File: config.mk
export PLATFORM = sky130hd
export DESIGN_NAME = ht_res_sink_flat
export DESIGN_NICKNAME = d
export VERILOG_FILES = /design/src/rtl/ht_res_sink_pkg.sv /design/src/rtl/ht_res_if.sv /design/src/rtl/ht_res_sink_fifo.sv /design/src/rtl/ht_res_sink.sv /design/src/flat_wrapper.sv
export SDC_FILE = /design/constraint.sdc
export NUM_CORES = 1
export LEC_CHECK = 0
export CAP_MARGIN = 30
export CELL_PAD_IN_SITES_DETAIL_PLACEMENT = 1
export CELL_PAD_IN_SITES_GLOBAL_PLACEMENT = 1
export CORE_ASPECT_RATIO = 1.25
export CORE_UTILIZATION = 46
export CTS_BUF_LIST = sky130_fd_sc_hd__clkbuf_8
export CTS_CLUSTER_SIZE = 30
export DETAILED_ROUTE_END_ITERATION = 10
export PLACE_DENSITY_LB_ADDON = 0.25
export SYNTH_ARGS = -nofsm -noshare
export SYNTH_HDL_FRONTEND = slang
export SYNTH_SLANG_ARGS = --single-unit
export TNS_END_PERCENT = 50
File: constraint.sdc
create_clock -name clk_i -period 3.3 [get_ports clk_i]
set_clock_uncertainty 0.05 [all_clocks]
set_input_delay 0.66 -clock clk_i [delete_from_list [all_inputs] [get_ports clk_i]]
set_output_delay 0.66 -clock clk_i [all_outputs]
set_load 0.02 [all_outputs]
File: src/rtl/ht_res_sink_pkg.sv
// ---------------------------------------------------------------------------
// ht_res_sink_pkg
// Shared types for the hash-table result path: command opcodes, result codes,
// the result record carried on ht_res_if, and the statistics counter
// selector/hit types used by the result sink.
//
// Contents:
//   ht_opcode_t       : INIT / SEARCH / INSERT / DELETE
//   ht_rescode_t      : per-operation outcome codes
//   ht_cmd_t          : opcode + key + value
//   ht_result_t       : command echo + result code
//   ht_stat_sel_t     : statistics counter index
//   ht_stat_hit_t     : one increment request bit per statistics counter
//   is_fail_rescode() : membership test for the not-success codes
//   opcode_stat_sel() : opcode -> statistics counter index
// ---------------------------------------------------------------------------
package ht_res_sink_pkg;

  localparam int KEY_W     = 16;
  localparam int VALUE_W   = 16;
  localparam int NUM_STATS = 5;

  typedef enum logic [1:0] {
    OP_INIT   = 2'd0,
    OP_SEARCH = 2'd1,
    OP_INSERT = 2'd2,
    OP_DELETE = 2'd3
  } ht_opcode_t;

  typedef enum logic [2:0] {
    INIT_SUCCESS                     = 3'd0,
    SEARCH_FOUND                     = 3'd1,
    SEARCH_NOT_SUCCESS_NO_ENTRY      = 3'd2,
    INSERT_SUCCESS                   = 3'd3,
    INSERT_SUCCESS_SAME_KEY          = 3'd4,
    INSERT_NOT_SUCCESS_TABLE_IS_FULL = 3'd5,
    DELETE_SUCCESS                   = 3'd6,
    DELETE_NOT_SUCCESS_NO_ENTRY      = 3'd7
  } ht_rescode_t;

  typedef struct packed {
    ht_opcode_t           opcode;
    logic [KEY_W-1:0]     key;
    logic [VALUE_W-1:0]   value;
  } ht_cmd_t;

  typedef struct packed {
    ht_cmd_t     cmd;
    ht_rescode_t rescode;
  } ht_result_t;

  // Statistics counter index; the four opcode counters come first so that
  // opcode_stat_sel() is a direct mapping.
  typedef enum logic [2:0] {
    STAT_INIT   = 3'd0,
    STAT_SEARCH = 3'd1,
    STAT_INSERT = 3'd2,
    STAT_DELETE = 3'd3,
    STAT_FAIL   = 3'd4
  } ht_stat_sel_t;

  typedef logic [NUM_STATS-1:0] ht_stat_hit_t;

  function automatic logic is_fail_rescode(input ht_rescode_t rc);
    case (rc)
      SEARCH_NOT_SUCCESS_NO_ENTRY,
      INSERT_NOT_SUCCESS_TABLE_IS_FULL,
      DELETE_NOT_SUCCESS_NO_ENTRY: return 1'b1;
      default:                     return 1'b0;
    endcase
  endfunction

  function automatic ht_stat_sel_t opcode_stat_sel(input ht_opcode_t op);
    case (op)
      OP_INIT:   return STAT_INIT;
      OP_SEARCH: return STAT_SEARCH;
      OP_INSERT: return STAT_INSERT;
      OP_DELETE: return STAT_DELETE;
      default:   return STAT_INIT;
    endcase
  endfunction

endpackage

File: src/rtl/ht_res_if.sv
// ---------------------------------------------------------------------------
// ht_res_if
// Valid/ready stream carrying one ht_result_t per transfer.
//
// Signals:
//   valid  : producer has a result on 'result'
//   result : hash-table result record
//   ready  : consumer can take a result this cycle
// Modports: master (producer), slave (consumer).
// ---------------------------------------------------------------------------
interface ht_res_if;
  import ht_res_sink_pkg::*;

  logic       valid;
  ht_result_t result;
  logic       ready;

  modport master (output valid, output result, input  ready);
  modport slave  (input  valid, input  result, output ready);

endinterface

File: src/rtl/ht_res_sink_fifo.sv
// ---------------------------------------------------------------------------
// ht_res_sink_fifo
// Show-ahead FIFO of ht_result_t entries. The head entry is presented on
// rd_data_o whenever rd_valid_o is high; a write into an empty FIFO becomes
// visible one cycle later (no fall-through path).
//
// Parameters:
//   DEPTH       : number of entries, power of two, >= 2
// Ports:
//   clk_i       : clock, rising edge
//   rst_n_i     : asynchronous active-low reset
//   wr_en_i     : write request (taken only while wr_ready_o is high)
//   wr_data_i   : entry to write
//   wr_ready_o  : registered "not full" indication, low during reset
//   rd_en_i     : pop request (ignored while empty)
//   rd_valid_o  : FIFO not empty
//   rd_data_o   : head entry
//   used_o      : occupancy, 0..DEPTH
// ---------------------------------------------------------------------------
module ht_res_sink_fifo
  import ht_res_sink_pkg::*;
#(
  parameter int DEPTH = 16
) (
  input  logic                     clk_i,
  input  logic                     rst_n_i,
  input  logic                     wr_en_i,
  input  ht_result_t               wr_data_i,
  output logic                     wr_ready_o,
  input  logic                     rd_en_i,
  output logic                     rd_valid_o,
  output ht_result_t               rd_data_o,
  output logic [$clog2(DEPTH):0]   used_o
);

  localparam int AW = $clog2(DEPTH);
  localparam int UW = AW + 1;

  localparam logic [AW-1:0] PTR_ONE   = AW'(1);
  localparam logic [AW:0]   USED_ONE  = UW'(1);
  localparam logic [AW:0]   DEPTH_CNT = UW'(DEPTH);

  // Storage holds data only, so it carries no reset.
  ht_result_t    mem_q [DEPTH];

  logic [AW-1:0] wr_ptr_q, wr_ptr_d;
  logic [AW-1:0] rd_ptr_q, rd_ptr_d;
  logic [AW:0]   used_q,   used_d;
  logic          wr_ready_q, wr_ready_d;
  logic          push, pop;

  // Both qualifiers come from registered state only, so a pop in the same
  // cycle cannot open the write side of a full FIFO.
  assign push = wr_en_i && wr_ready_q;
  assign pop  = rd_en_i && (used_q != '0);

  always_comb begin
    wr_ptr_d = wr_ptr_q;
    rd_ptr_d = rd_ptr_q;
    used_d   = used_q;

    // Power-of-two depth: pointers wrap by natural overflow.
    if (push) wr_ptr_d = wr_ptr_q + PTR_ONE;
    if (pop)  rd_ptr_d = rd_ptr_q + PTR_ONE;

    case ({push, pop})
      2'b10:   used_d = used_q + USED_ONE;
      2'b01:   used_d = used_q - USED_ONE;
      default: used_d = used_q;
    endcase

    // Registered ready: low while in reset, rises on the first edge after
    // release, and otherwise tracks "occupancy below DEPTH".
    wr_ready_d = (used_d != DEPTH_CNT);
  end

  always_ff @(posedge clk_i or negedge rst_n_i) begin
    if (!rst_n_i) begin
      wr_ptr_q   <= '0;
      rd_ptr_q   <= '0;
      used_q     <= '0;
      wr_ready_q <= 1'b0;
    end else begin
      wr_ptr_q   <= wr_ptr_d;
      rd_ptr_q   <= rd_ptr_d;
      used_q     <= used_d;
      wr_ready_q <= wr_ready_d;
    end
  end

  always_ff @(posedge clk_i) begin
    if (push) mem_q[wr_ptr_q] <= wr_data_i;
  end

  assign wr_ready_o = wr_ready_q;
  assign rd_valid_o = (used_q != '0);
  assign rd_data_o  = mem_q[rd_ptr_q];
  assign used_o     = used_q;

endmodule

File: src/rtl/ht_res_sink.sv
// ---------------------------------------------------------------------------
// ht_res_sink
// Terminates the hash-table result stream: buffers results in a show-ahead
// FIFO for a downstream reader and (optionally) keeps saturating statistics
// counters of accepted results.
//
// Build option:
//   HT_RES_SINK_STATS_EN : when defined, the statistics counters are built.
//                          When undefined, every cnt_*_o is tied to 0 and
//                          clear_stats_i has no effect.
//
// Parameters:
//   FIFO_DEPTH    : result buffer depth (power of two, >= 2)
//   CNT_WIDTH     : width of each statistics counter
// Ports:
//   clk_i         : clock, rising edge
//   rst_n_i       : asynchronous active-low reset
//   ht_res_in     : result stream (slave): valid, result, ready
//   rd_en_i       : pop request from the reader
//   rd_valid_o    : head entry valid
//   rd_data_o     : head entry (show-ahead)
//   used_o        : occupancy
//   clear_stats_i : synchronous clear of all counters
//   cnt_init_o / cnt_search_o / cnt_insert_o / cnt_delete_o
//                 : accepted results per opcode
//   cnt_fail_o    : accepted results with a not-success result code
// ---------------------------------------------------------------------------
module ht_res_sink
  import ht_res_sink_pkg::*;
#(
  parameter int FIFO_DEPTH = 16,
  parameter int CNT_WIDTH  = 32
) (
  input  logic                          clk_i,
  input  logic                          rst_n_i,
  ht_res_if.slave                       ht_res_in,
  input  logic                          rd_en_i,
  output logic                          rd_valid_o,
  output ht_result_t                    rd_data_o,
  output logic [$clog2(FIFO_DEPTH):0]   used_o,
  input  logic                          clear_stats_i,
  output logic [CNT_WIDTH-1:0]          cnt_init_o,
  output logic [CNT_WIDTH-1:0]          cnt_search_o,
  output logic [CNT_WIDTH-1:0]          cnt_insert_o,
  output logic [CNT_WIDTH-1:0]          cnt_delete_o,
  output logic [CNT_WIDTH-1:0]          cnt_fail_o
);

  logic wr_ready;

  ht_res_sink_fifo #(
    .DEPTH (FIFO_DEPTH)
  ) u_fifo (
    .clk_i      (clk_i),
    .rst_n_i    (rst_n_i),
    .wr_en_i    (ht_res_in.valid),
    .wr_data_i  (ht_res_in.result),
    .wr_ready_o (wr_ready),
    .rd_en_i    (rd_en_i),
    .rd_valid_o (rd_valid_o),
    .rd_data_o  (rd_data_o),
    .used_o     (used_o)
  );

  assign ht_res_in.ready = wr_ready;

`ifdef HT_RES_SINK_STATS_EN

  typedef logic [CNT_WIDTH-1:0] cnt_t;

  localparam cnt_t CNT_ONE = cnt_t'(1);

  // Saturating increment: an all-ones counter stays put.
  function automatic cnt_t sat_inc(input cnt_t v);
    if (&v) return v;
    return v + CNT_ONE;
  endfunction

  logic         accept;
  ht_stat_hit_t hit;
  cnt_t         cnt_q [NUM_STATS];
  cnt_t         cnt_d [NUM_STATS];

  assign accept = ht_res_in.valid && wr_ready;

  always_comb begin
    hit = '0;
    if (accept) begin
      hit[opcode_stat_sel(ht_res_in.result.cmd.opcode)] = 1'b1;
      hit[STAT_FAIL] = is_fail_rescode(ht_res_in.result.rescode);
    end

    // Clear is applied first so an accept in the clear cycle still counts.
    for (int i = 0; i < NUM_STATS; i++) begin
      cnt_d[i] = clear_stats_i ? '0 : cnt_q[i];
      if (hit[i]) cnt_d[i] = sat_inc(cnt_d[i]);
    end
  end

  always_ff @(posedge clk_i or negedge rst_n_i) begin
    if (!rst_n_i) begin
      for (int i = 0; i < NUM_STATS; i++) cnt_q[i] <= '0;
    end else begin
      for (int i = 0; i < NUM_STATS; i++) cnt_q[i] <= cnt_d[i];
    end
  end

  assign cnt_init_o   = cnt_q[STAT_INIT];
  assign cnt_search_o = cnt_q[STAT_SEARCH];
  assign cnt_insert_o = cnt_q[STAT_INSERT];
  assign cnt_delete_o = cnt_q[STAT_DELETE];
  assign cnt_fail_o   = cnt_q[STAT_FAIL];

`else

  // Statistics not built: outputs are constant and the clear input is inert.
  logic unused_clear_stats;
  assign unused_clear_stats = clear_stats_i;

  assign cnt_init_o   = '0;
  assign cnt_search_o = '0;
  assign cnt_insert_o = '0;
  assign cnt_delete_o = '0;
  assign cnt_fail_o   = '0;

`endif

endmodule

File: src/flat_wrapper.sv
// flat-port wrapper written by rule: the top's interface ports become plain ports
module ht_res_sink_flat import ht_res_sink_pkg::*;
#(
  parameter int FIFO_DEPTH = 16,
  parameter int CNT_WIDTH  = 32
)
  (clk_i, rst_n_i, rd_en_i, rd_valid_o, rd_data_o, used_o, clear_stats_i, cnt_init_o, cnt_search_o, cnt_insert_o, cnt_delete_o, cnt_fail_o, ht_res_in_valid, ht_res_in_result, ht_res_in_ready);
  ht_res_if ht_res_in_i ();
  input  logic clk_i;
  input  logic rst_n_i;
  input  logic rd_en_i;
  output logic rd_valid_o;
  output ht_result_t rd_data_o;
  output logic [$clog2(FIFO_DEPTH):0] used_o;
  input  logic clear_stats_i;
  output logic [CNT_WIDTH-1:0] cnt_init_o;
  output logic [CNT_WIDTH-1:0] cnt_search_o;
  output logic [CNT_WIDTH-1:0] cnt_insert_o;
  output logic [CNT_WIDTH-1:0] cnt_delete_o;
  output logic [CNT_WIDTH-1:0] cnt_fail_o;
  input wire logic [$bits(ht_res_in_i.valid)-1:0] ht_res_in_valid;
  input wire logic [$bits(ht_res_in_i.result)-1:0] ht_res_in_result;
  output wire logic [$bits(ht_res_in_i.ready)-1:0] ht_res_in_ready;
  assign ht_res_in_i.valid = ht_res_in_valid;
  assign ht_res_in_i.result = ht_res_in_result;
  assign ht_res_in_ready = ht_res_in_i.ready;
  ht_res_sink #(.FIFO_DEPTH(FIFO_DEPTH), .CNT_WIDTH(CNT_WIDTH)) u_core (.clk_i(clk_i), .rst_n_i(rst_n_i), .ht_res_in(ht_res_in_i), .rd_en_i(rd_en_i), .rd_valid_o(rd_valid_o), .rd_data_o(rd_data_o), .used_o(used_o), .clear_stats_i(clear_stats_i), .cnt_init_o(cnt_init_o), .cnt_search_o(cnt_search_o), .cnt_insert_o(cnt_insert_o), .cnt_delete_o(cnt_delete_o), .cnt_fail_o(cnt_fail_o));
endmodule
==> qor.txt <==
outcome: finished, violations left
violated checks: negative setup slack
worst vdd ir: 447 uV
DP Wirelength: 29,400 um
Sequential cell area: 18,100 um^2
register bit total from synthesis: 606
Clock Sink Count: 606
GRT Residual Overflow: 0
Final min period: 3.33 ns
Syn Inst Count: 1,154
CTS Buf Count: 90
WL per Instance: 25.7 um
CTS tree: done
most frequent cells after synthesis: 592 x edfxtp_1, 167 x buf_4, 148 x mux4_2
Post-synth top flop: edfxtp_1
Die ar.: 53,500 um^2
fin worst setup slack: -0.0291 ns
Post-synth EDFFs: 592
routability cong.: 0.689
power per cell area: 880 nW/um^2
area share of the largest cell type after synthesis: 73.5%
# IOs: 246
initial core utilization: 46.7%
max_cap viols: 0
syn avg cell area: 21.0 um^2
vias in the first global route: 12,300
drc violations: 0
Rows: 93
R2R Path Start: u_core.u_fifo.used_o[4]$_DFF_PN0_
Placed Cells: 1,913
largest net degree at the start of global routing: 38
synth warn: 0
period utilization: 101%
NumNets Final: 1,428
PortBufs: 84
clk buf depth: 3
die width: 207 um
Tot GR Track Use: 20.5%
Max Fclk: 300 MHz
Final Hold Vio Count: 0
Max Slew Vio Count: 0
Leakage: 9.60 nW
Crit Path Max Fanout: 6
worst hold slack: 0.345 ns
# setup viols final: 4
Layout area overhead: 17.1%
total power: 24.9 mW
drt pass-1 iters: 4
initial antenna violation count: 4
share of cells above drive strength 1: 33.3%
Hold Crit Class: input pin to async pin
top cells by area, synth: edfxtp_1 73%, mux4_2 14%, buf_4 5.2%
sequential area share after synthesis: 74.9%
FFs w/ async S/R, synth: 2.31%
Synth Cell Area: 24,200 um^2
CP arrival: 2.62 ns
RSZ-0062 raised after global routing: true
CP Class: register to output port
# fillers: 4,611
worst-skew pair later-pin latency: 0.69 ns
Iter 0 DRT Violations: 828
H-tree depth: 3
worst path required time: 2.59 ns
dominant cell type by area after synthesis: edfxtp_1
Hold Buf Count CTS: 0
crit path launch type: register
multi-input logic area: 5510 um^2
Die Y: 258 um
Vias/cell: 5.43
Root Driver: clkbuf_8
Setup crit end kind: output port
clock slew at reported path FFs: 0.07 ns
Slew HR: 52.7%
antenna-violating nets left: 0
first-pass GRT wire length: 79,200 um
final wirelength: 54,400 um
via count: 11,500
most common cell in the netlist: edfxtp_1
CP Launch Point: u_core.u_fifo.rd_ptr_q[0]$_DFFE_PN0P_
Least-Margin Pin Slew: 0.708 ns
Netlist cell types: 34
core area: 51,800 um^2
Finished Layout Cells: 2,118
==> flip-flops by register name, indices dropped and copies added, names as in the netlist <==
register and count:
u_core.u_fifo.wr_ptr_q 4, u_core.u_fifo.wr_ready_o 1, u_core.u_fifo.used_o 5, u_core.u_fifo.rd_ptr_q 4, u_core.u_fifo.mem_q 592
==> worst paths after layout <==
check | end | slack (ns) | cells after the start
max in group asynchronous | u_core.u_fifo.rd_ptr_q[0]$_DFFE_PN0P_ | 2.33 | 1
setup / recovery | rd_data_o[24] | -0.03 | 8
min in group clk_i | u_core.u_fifo.wr_ptr_q[2]$_DFFE_PN0P_ | 0.49 | 1
hold / removal | u_core.u_fifo.wr_ptr_q[3]$_DFFE_PN0P_ | 0.34 | 1
setup reg to reg | u_core.u_fifo.wr_ready_o$_DFF_PN0_ | 0.60 | 8
hold reg to reg | u_core.u_fifo.wr_ptr_q[2]$_DFFE_PN0P_ | 0.49 | 1
==> power by group <==
part | switching, mW | internal, mW | total, mW
combinational | 4.92 | 4.36 | 9.28
sequential | 0.305 | 9.33 | 9.63
clock | 2.88 | 3.13 | 6.01
==> critical path, stage by stage, from the launching register on <==
cell,delay [ns]
dfrtp_4,0.51
buf_12,0.16
buf_4,0.15
buf_12,0.14
buf_4,0.13
mux4_2,0.43
a22oi_2,0.17
nand2_2,0.08
buf_4,0.16
==> placed cells by master, fill, tap and decap left out, drive strengths merged, types with 2 or more instances in the layout <==
cell type	Yosys	routed
edfxtp	592	592
conb	1	160
mux4	148	148
buf	190	131
clkbuf	20	93
a22oi	74	74
clkdlybuf4s50	0	47
nand2	42	42
inv	3	35
clkinv	0	35
dfrtp	14	14
and2	13	13
ha	9	9
xnor2	7	7
bufinv	0	7
and3	5	5
mux2	4	4
clkinvlp	0	4
nor3	3	3
a21oi	3	3
nor3b	3	3
nand3	3	3
nor2	3	3
nor2b	3	3
xor2	2	2
o21ai	2	2
nand4	2	2
==> kinds of logic (layout without fill, tap and decap cells) <==
group | Yosys count | in the layout | synth area share [%]
muxes | 152 | 152 | 14.0
xor gates and xnor gates | 9 | 9 | 0.326
other | 1 | 161 | 0.0155
DFF | 606 | 606 | 74.9
and+or+nand+nor | 78 | 78 | 1.55
adders and majority gates | 10 | 10 | 0.548
buffers and inverters | 213 | 352 | 6.07
AOI/OAI and AO/OA | 85 | 85 | 2.61
==> metal layers <==
layer	GRT usage [%]	part of all wire, %
met1	25.9	41
met2	35.8	53
met3	3.60	5.0
met4	6.86	1.8
met5	0	0.063
==> stage by stage <==
stage / util, % / setup TNS, ns / setup slack [ns] / cell area [um^2]
2_1_floorplan: - / 0 / 0.531 / 24800
3_3_place_gp: 49.8 / 0 / 0.133 / 25800
3_5_place_dp: 49.8 / 0 / 0.0784 / 25800
4_1_cts: 54.3 / -1.64 / -0.123 / 28100
5_1_grt: 54.7 / -1.33 / -0.123 / 28300
6_report: 54.7 / -0.0596 / -0.0291 / 28300
==> timing repair <==
action	in CTS	in global routing
pin swaps	36	29
gates cloned	7	3
setup buffers	20	10
resized for setup	232	36
setup endpoints to repair	37	36
==> layout make-up <==
type | count | share of cell area (%)
flip-flops and latches | 606 | 64.0
clock buffers | 90 | 4.37
clock inverters | 78 | 1.91
multi-input cells | 494 | 19.4
well taps | 665 | 2.94
repair buffers | 181 | 7.26
diodes | 1 | 0.00884
inverters | 3 | 0.0398
(Power assumes the default switching activity.)
